===== src/rtl/mult_div_unit.sv =====
// mult_div_unit: iterative MULT/MULTU/DIV/DIVU with HI/LO registers
module mult_div_unit #(
  parameter int WIDTH = 32
) (
  input  logic             clk,
  input  logic             rst_n,
  input  logic             start,
  input  logic [1:0]       op,
  input  logic [WIDTH-1:0] rs_data,
  input  logic [WIDTH-1:0] rt_data,
  input  logic             hi_we,
  input  logic             lo_we,
  input  logic [WIDTH-1:0] wdata,
  output logic             busy,
  output logic             done,
  output logic [WIDTH-1:0] hi,
  output logic [WIDTH-1:0] lo
);
  localparam int CW = $clog2(WIDTH);
  typedef enum logic [1:0] {IDLE, PREP, CALC, FIX} state_t;
  state_t state, state_d;
  logic [1:0] op_r;
  logic [WIDTH-1:0] a, b, ma, mb, q_fix, r_fix;
  logic [2*WIDTH-1:0] acc, prod;
  logic [WIDTH:0] sum, trial, diff;
  logic [CW-1:0] cnt;
  logic neg_q, neg_r, sa, sb;
  always_comb begin
    state_d = (state == IDLE && start) ? PREP :
              (state == PREP) ? CALC :
              (state == CALC && cnt == CW'(WIDTH-1)) ? FIX :
              (state == FIX) ? IDLE : state;
    sa    = !op_r[0] && a[WIDTH-1];
    sb    = !op_r[0] && b[WIDTH-1];
    sum   = {1'b0, acc[2*WIDTH-1:WIDTH]} + (mb[0] ? {1'b0, ma} : '0);
    trial = {acc[2*WIDTH-1:WIDTH], ma[WIDTH-1]};
    diff  = trial - {1'b0, mb};
    prod  = neg_q ? -acc : acc;
    q_fix = neg_q ? -acc[WIDTH-1:0] : acc[WIDTH-1:0];
    r_fix = neg_r ? -acc[2*WIDTH-1:WIDTH] : acc[2*WIDTH-1:WIDTH];
  end
  assign busy = state != IDLE;
  always_ff @(posedge clk or negedge rst_n) begin
    if (!rst_n) begin
      state <= IDLE;
      done  <= 1'b0;
      hi    <= '0;
      lo    <= '0;
      op_r  <= '0;
      a     <= '0;
      b     <= '0;
      ma    <= '0;
      mb    <= '0;
      acc   <= '0;
      cnt   <= '0;
      neg_q <= 1'b0;
      neg_r <= 1'b0;
    end else begin
      state <= state_d;
      done  <= state == FIX;
      case (state)
        IDLE: begin
          if (start) begin
            op_r <= op;
            a    <= rs_data;
            b    <= rt_data;
          end else begin
            if (hi_we) hi <= wdata;
            if (lo_we) lo <= wdata;
          end
        end
        PREP: begin
          ma    <= sa ? -a : a;
          mb    <= sb ? -b : b;
          neg_q <= sa ^ sb;
          neg_r <= sa;
          acc   <= '0;
          cnt   <= '0;
        end
        CALC: begin
          cnt <= cnt + 1'b1;
          if (op_r[1]) begin
            // restoring step: the dividend's MSB is shifted into the partial remainder
            acc <= diff[WIDTH] ? {trial[WIDTH-1:0], acc[WIDTH-2:0], 1'b0}
                               : {diff[WIDTH-1:0], acc[WIDTH-2:0], 1'b1};
            ma  <= ma << 1;
          end else begin
            acc <= {sum, acc[WIDTH-1:1]};
            mb  <= mb >> 1;
          end
        end
        FIX: begin
          if (!op_r[1]) {hi, lo} <= prod;
          else if (b == '0) begin
            lo <= '1;
            hi <= a;
          end else begin
            lo <= q_fix;
            hi <= r_fix;
          end
        end
        default: ;
      endcase
    end
  end
endmodule


===== config.mk =====
export PLATFORM = sky130hd
export DESIGN_NAME = mult_div_unit
export DESIGN_NICKNAME = d
export VERILOG_FILES = /design/src/rtl/mult_div_unit.sv
export SDC_FILE = /design/constraint.sdc
export NUM_CORES = 1
export LEC_CHECK = 0
export BUFFER_PORTS_ARGS = -buffer_cell sky130_fd_sc_hd__buf_2
export CORE_UTILIZATION = 62
export CTS_CLUSTER_SIZE = 8
export DETAILED_ROUTE_END_ITERATION = 8
export PLACE_DENSITY_LB_ADDON = 0.05
export SLEW_MARGIN = 40
export SYNTH_ARGS = -nofsm -noshare
export SYNTH_HDL_FRONTEND = slang
export SYNTH_SLANG_ARGS = --single-unit

===== constraint.sdc =====
create_clock -name clk -period 3.68 [get_ports clk]
set_input_delay 0.552 -clock clk [delete_from_list [all_inputs] [get_ports clk]]
set_output_delay 0.552 -clock clk [all_outputs]
set_load 0.01 [all_outputs]

## Word-level counts from Yosys, hierarchy flattened

Index checks and enable logic that the tools add are counted.

- Bits in registers: 268
- Input port bits: 103

- Reductions and logical operators: 16
- Bitwise operators: 1
- Equal/unequal tests: 9
- Mux-type cells: 28
- Add/sub/neg operators: 8

Operator list:

| kind | number |
|---|---|
| two-way mux 32 bit | 15 |
| one-hot mux 32 bit (2 select lines) | 4 |
| two-way mux 64 bit | 3 |
| negation 32 bit | 4 |
| one-hot mux 64 bit (2 select lines) | 1 |
| negation 64 bit | 1 |
| adder 32 x 32 -> 33 bit | 1 |
| subtractor 33 x 32 -> 33 bit | 1 |
| logical NOT 32 bit | 1 |
| inequality test 2 bit (second input constant) | 5 |
| one-hot mux 5 bit (2 select lines) | 1 |
| two-way mux 2 bit | 4 |
| AND reduction 2 bit | 3 |
| AND reduction 3 bit | 2 |
| nonzero test 2 bit | 3 |
| adder 5 x 1 -> 5 bit (second input constant) | 1 |
| == test 5 bit (second input constant) | 1 |
| == test 2 bit (second input constant) | 2 |
| logical AND 1 bit | 4 |
| nonzero test 4 bit | 1 |
| == test 2 x 1 -> 1 bit (second input constant) | 1 |
| logical NOT 2 bit | 1 |
| logical NOT 1 bit | 1 |
| XOR 1 bit | 1 |

## Longest topological paths before layout

- Depth after elaboration: 5
- Gate-level depth with buffers: 14
- Depth with buffers taken out: 13

## Worst setup path after synthesis

OpenSTA, ideal clock, no wires.

- Path kind: flip-flop to flip-flop
- Start: register mb[0]
- End: register acc[63]
- Library setup time: 96 ps
- Slack: 464 ps
- Arrival time: 3,121 ps
- Cell stages (with the launch flop): 15
- Path buffers: 1
- Data required time: 3,584 ps
- Cell sequence: dfrtp_1 -> clkbuf_1 -> and2_1 -> ha_1 -> inv_1 -> fa_1 -> nor2b_1 -> o211ai_1 -> a311oi_1 -> o211ai_1 -> a31oi_1 -> a211o_1 -> a211oi_1 -> or3_1 -> o31ai_1

- Word-level cells in the longest chain between the ends: 4
- Elaborated cells between the ends (all ways): 6
- Those cells by class: 2 x add/sub; 4 x mux

Ends and longest elaborated chain:

| item | RTL line | RTL |
|---|---|---|
| from (decl) | 23 | `logic [WIDTH-1:0] a, b, ma, mb, q_fix, r_fix;` |
| from (signal assigned) | 74 | `mb <= sb ? -b : b;` |
| from (signal assigned) | 89 | `mb <= mb >> 1;` |
| subtractor 33 x 32 -> 33 bit / two-way mux 32 bit (equally long branches) | 37, 35 |  |
| two-way mux 64 bit / adder 32 x 32 -> 33 bit (equally long branches) | 84, 35 |  |
| two-way mux 64 bit * | 82 | `if (op_r[1]) begin` |
| one-hot mux 64 bit (2 select lines) * | 61 | `case (state)` |
| to (signal assigned) | 84 | `acc <= diff[WIDTH] ? {trial[WIDTH-1:0], acc[WIDTH-2:0], 1'b0}` |
| to (signal assigned) | 88 | `acc <= {sum, acc[WIDTH-1:1]};` |
| to (decl) | 24 | `logic [2*WIDTH-1:0] acc, prod;` |

Every way passes the cells marked *; elsewhere a longest branch is shown, timed or not.
A chain may end at the register's enable or synchronous reset.

## Final worst setup path

- Start: register mb[0]
- End: register acc[62]

The elaborated chain is that of the path after synthesis.

==> key figures <==
Placed design
  – DP Area: 21,400 um^2
  – Worst slack at placement: 0.158 ns
  – HPWL Detailed: 51.7 mm
  – Placer congestion estimate: 1.01
  – I/O Buffers: 168

Timing
  – Final Hold Viols: 24
  – Fin Setup TNS: 0 ns
  – # setup viols final: 0
  – Final WS setup: 0.188 ns
  – Clock skew: 0.0316 ns
  – Top achievable clock speed: 0.286 GHz
  – Rel. slew slack: 0.423
  – Max Slew Vio Count: 0
  – Period minus WS final: 3.49 ns
  – Worst Tran Pin Value: 0.866 ns
  – Unrepaired setup endpoints after global routing: no
  – Final period util: 0.949
  – Final hold slack: -0.0153 ns

Logic synthesis
  – Multiplexer share of the synthesized area: 0.0797
  – Largest family of logic cells by synthesized area: compound AO/OA/AOI/OAI gates
  – Post-Synth Adder-Cell Area: 0.0490
  – Post-synthesis compound-gate area fraction: 0.244
  – Syn Area/Cell: 8.26 um^2
  – Syn nets: 2,598
  – Post-synth cell types: 80
  – Post-synth ARST share: 1.00
  – Seq/Total Area, Yosys: 0.336
  – Ys flop type: dfrtp_1
  – Synth top area share: 0.336
  – Area leader, netlist: dfrtp_1
  – Synth Register Bits: 268
  – Top cells by area, synth: dfrtp_1 34%, o21ai_0 8.4%, nand2_1 5.5%
  – Post-Synth XOR/XNOR Area: 0.0780
  – Cell area after synthesis: 20,000 um^2
  – Ys Warns: 0
  – Synth Area in Simple Gates: 0.165
  – Synth Instances: 2,418
  – EDFF count, synth: 0

Cells and area
  – Register area: 6710 um^2
  – Filler cells: 2,607
  – Combined area of the multi-input logic cells: 12,400 um^2
  – Fraction of layout cells with a size suffix above 1: 0.172
  – Area Overhead vs Synth: 13.0%
  – Final nets: 2,724
  – Final Instance Area: 22,600 um^2

Worst setup path
  – Most used cell, CP: a211oi_1
  – Worst setup SP type: register
  – Crit-path slowest cell: dfrtp_2
  – Worst path bufs/invs: 3
  – Crit path max fanout: 24
  – Cell family with most CP delay: compound AO/OA/AOI/OAI gates
  – Crit-path cells: buf_12 -> nand2_1 -> inv_1 -> ha_1 -> a211oi_1 -> o21a_1 -> a211oi_1 -> o2111ai_1 -> a31oi_1 -> buf_4 -> a211o_1 -> a41o_1 -> o21ai_0 -> o221ai_1
  – Worst setup path class: register to register
  – Critical Path RT: 4.07 ns
  – CP max stage delay: 0.47 ns
  – WP data arrival: 3.88 ns
  – CP endpoint kind: register

GRT
  – M1 GR Usage: 0.581
  – GR Layer Usage met2: 0.634
  – GRT Residual Overflow: 0
  – GRT met3 Usage: 0.0937
  – GR peak layer: met2
  – GRT Resource Usage Total: 0.419
  – First-pass GRT wire length: 106 mm
  – Largest net degree at the start of global routing: 122
  – Initial antenna violation count: 3
  – Number of global-route vias before repair: 18,451

Power and ir drop
  – Worst VDD drop: 654 uV
  – Design Power: 23,200 uW
  – P_leak: 0.00996 uW
  – Power density over the cells: 1030 nW/um^2

Min path
  – HP Class: input port to asynchronous set/reset pin

Route
  – Iteration-0 DRC Markers: 2,403
  – Final antenna-violating net count: 0
  – Residual DRC: 0
  – Total Wirelength: 69.3 mm
  – DR pass1 iterations: 6
  – Vias per cell: 6.66
  – WL/cell: 23.4 um
  – Vias: 19,703

Clock network
  – Clk Latency, worst-skew pair: 0.58 ns
  – Root buf cell: clkbuf_16
  – Total CTS buffers: 40
  – Sink Count: 268
  – CTS tree: built
  – Deepest clock path buffer count: 3
  – CTS H-tree depth: 2
  – Post-CTS Setup Inserts: 0
  – Reg clk slew, reported paths: 0.05 ns

Job
  – Max-cap violations: 0

Floorplanning
  – Die area: 33,000 um^2
  – Initial Utilization: 0.632
  – Num rows: 65
  – Num ports: 169
  – Core Box Area: 31,600 um^2
  – Die X: 182 um
  – Die outline height: 182 um

Run status
  – Status: complete, but fails checks
  – Failing checks: negative hold slack
## flip-flops by register name, indices dropped and copies added, names as in the netlist
| register | cells |
|---|---|
| mb | 32 |
| a | 32 |
| hi | 32 |
| ma | 32 |
| lo | 32 |
| b | 32 |
| acc | 64 |
| state | 2 |
| done | 1 |
| op_r | 2 |
| neg_r | 1 |
| neg_q | 1 |
| cnt | 5 |
## cells in the mapped netlist, types with 52 or more instances
library cell and count:
inv_1 86, nor3_1 52, xnor2_1 116, nand2_1 294
o21ai_0 334, nor2_1 102, ha_1 75, mux2_2 97
a21oi_1 147, dfrtp_1 268, xor2_1 62, clkbuf_1 137
## final timing paths
check	start	endpoint	slack [ns]	cells after the start
max	mb[0]$_DFFE_PN0P_	acc[62]$_DFFE_PN0P_	0.19	14
min	rst_n	cnt[4]$_DFFE_PN0P_	-0.02	1
max reg2reg	mb[0]$_DFFE_PN0P_	acc[62]$_DFFE_PN0P_	0.19	14
min reg2reg	lo[17]$_DFFE_PN0P_	lo[17]$_DFFE_PN0P_	0.47	2
max in group asynchronous	rst_n	neg_q$_DFFE_PN0P_	2.69	2
min in group clk	rs_data[5]	a[5]$_DFFE_PN0P_	0.21	2
## logic make-up (layout without fill, tap and decap cells)
kind of cell / Yosys count / after routing
AOI/OAI and AO/OA: 804 / 804
and+or+nand+nor: 690 / 690
DFF: 268 / 268
buffers and inverters: 254 / 389
xor gates and xnor gates: 178 / 178
muxes: 147 / 147
adders and majority gates: 77 / 77
other: 0 / 2
## per-layer routing
layer / wire length, um / up-vias
li1: - / 8965
met5: 13 / -
met1: 28300 / 9433
met3: 7550 / 202
met2: 30600 / 1101
met4: 2820 / 2
## power breakdown
part / leakage (uW) / internal, uW / switching, uW
registers: 0.00333 / 4230 / 1700
logic: 0.00608 / 5350 / 8470
clock network: 0.000553 / 2040 / 1390
## per-stage QoR
stage | hold slack [ns] | utilization | instances
final | -0.0153 | 0.714 | 2957
after global routing | 0.0276 | 0.713 | 2955
after CTS | 0.000592 | 0.713 | 2955
after detailed placement | 0.465 | 0.677 | 2904
after global placement | 0.457 | 0.677 | 2904
after floorplan | 0.256 | - | 2418
## area by class of cell
cell class	instances	area share
Clock buffer	48	0.0479
Sequential cell	268	0.297
Multi-Input combinational cell	1896	0.548
Inverter	87	0.0145
Timing Repair Buffer	251	0.0675
Antenna cell	2	0.000222
Clock inverter	3	0.00211
Tap cell	402	0.0223
## repair_timing
| action | in CTS | in global routing |
|---|---|---|
| resized for setup | 0 | 6 |
| endpoints found under the setup margin | 0 | 19 |
| hold buffers | 0 | 0 |
## layout by cell type, fill, tap and decap left out, types with 24 or more instances in the layout
| cell type | n |
|---|---|
| o21ai_0 | 334 |
| or3_1 | 31 |
| o22ai_1 | 42 |
| mux2_2 | 97 |
| dfrtp_1 | 264 |
| ha_1 | 72 |
| nand3_1 | 47 |
| xor2_1 | 62 |
| nor3_1 | 51 |
| and2_1 | 44 |
| nand2_1 | 292 |
| nor2_1 | 102 |
| a21o_1 | 29 |
| o31ai_1 | 34 |
| buf_4 | 79 |
| a21oi_1 | 146 |
| inv_1 | 86 |
| mux2i_1 | 50 |
| o2bb2ai_1 | 24 |
| clkbuf_16 | 40 |
| o211ai_1 | 24 |
| xnor2_1 | 116 |
| buf_2 | 167 |
Power figures use the tool's default switching activity.
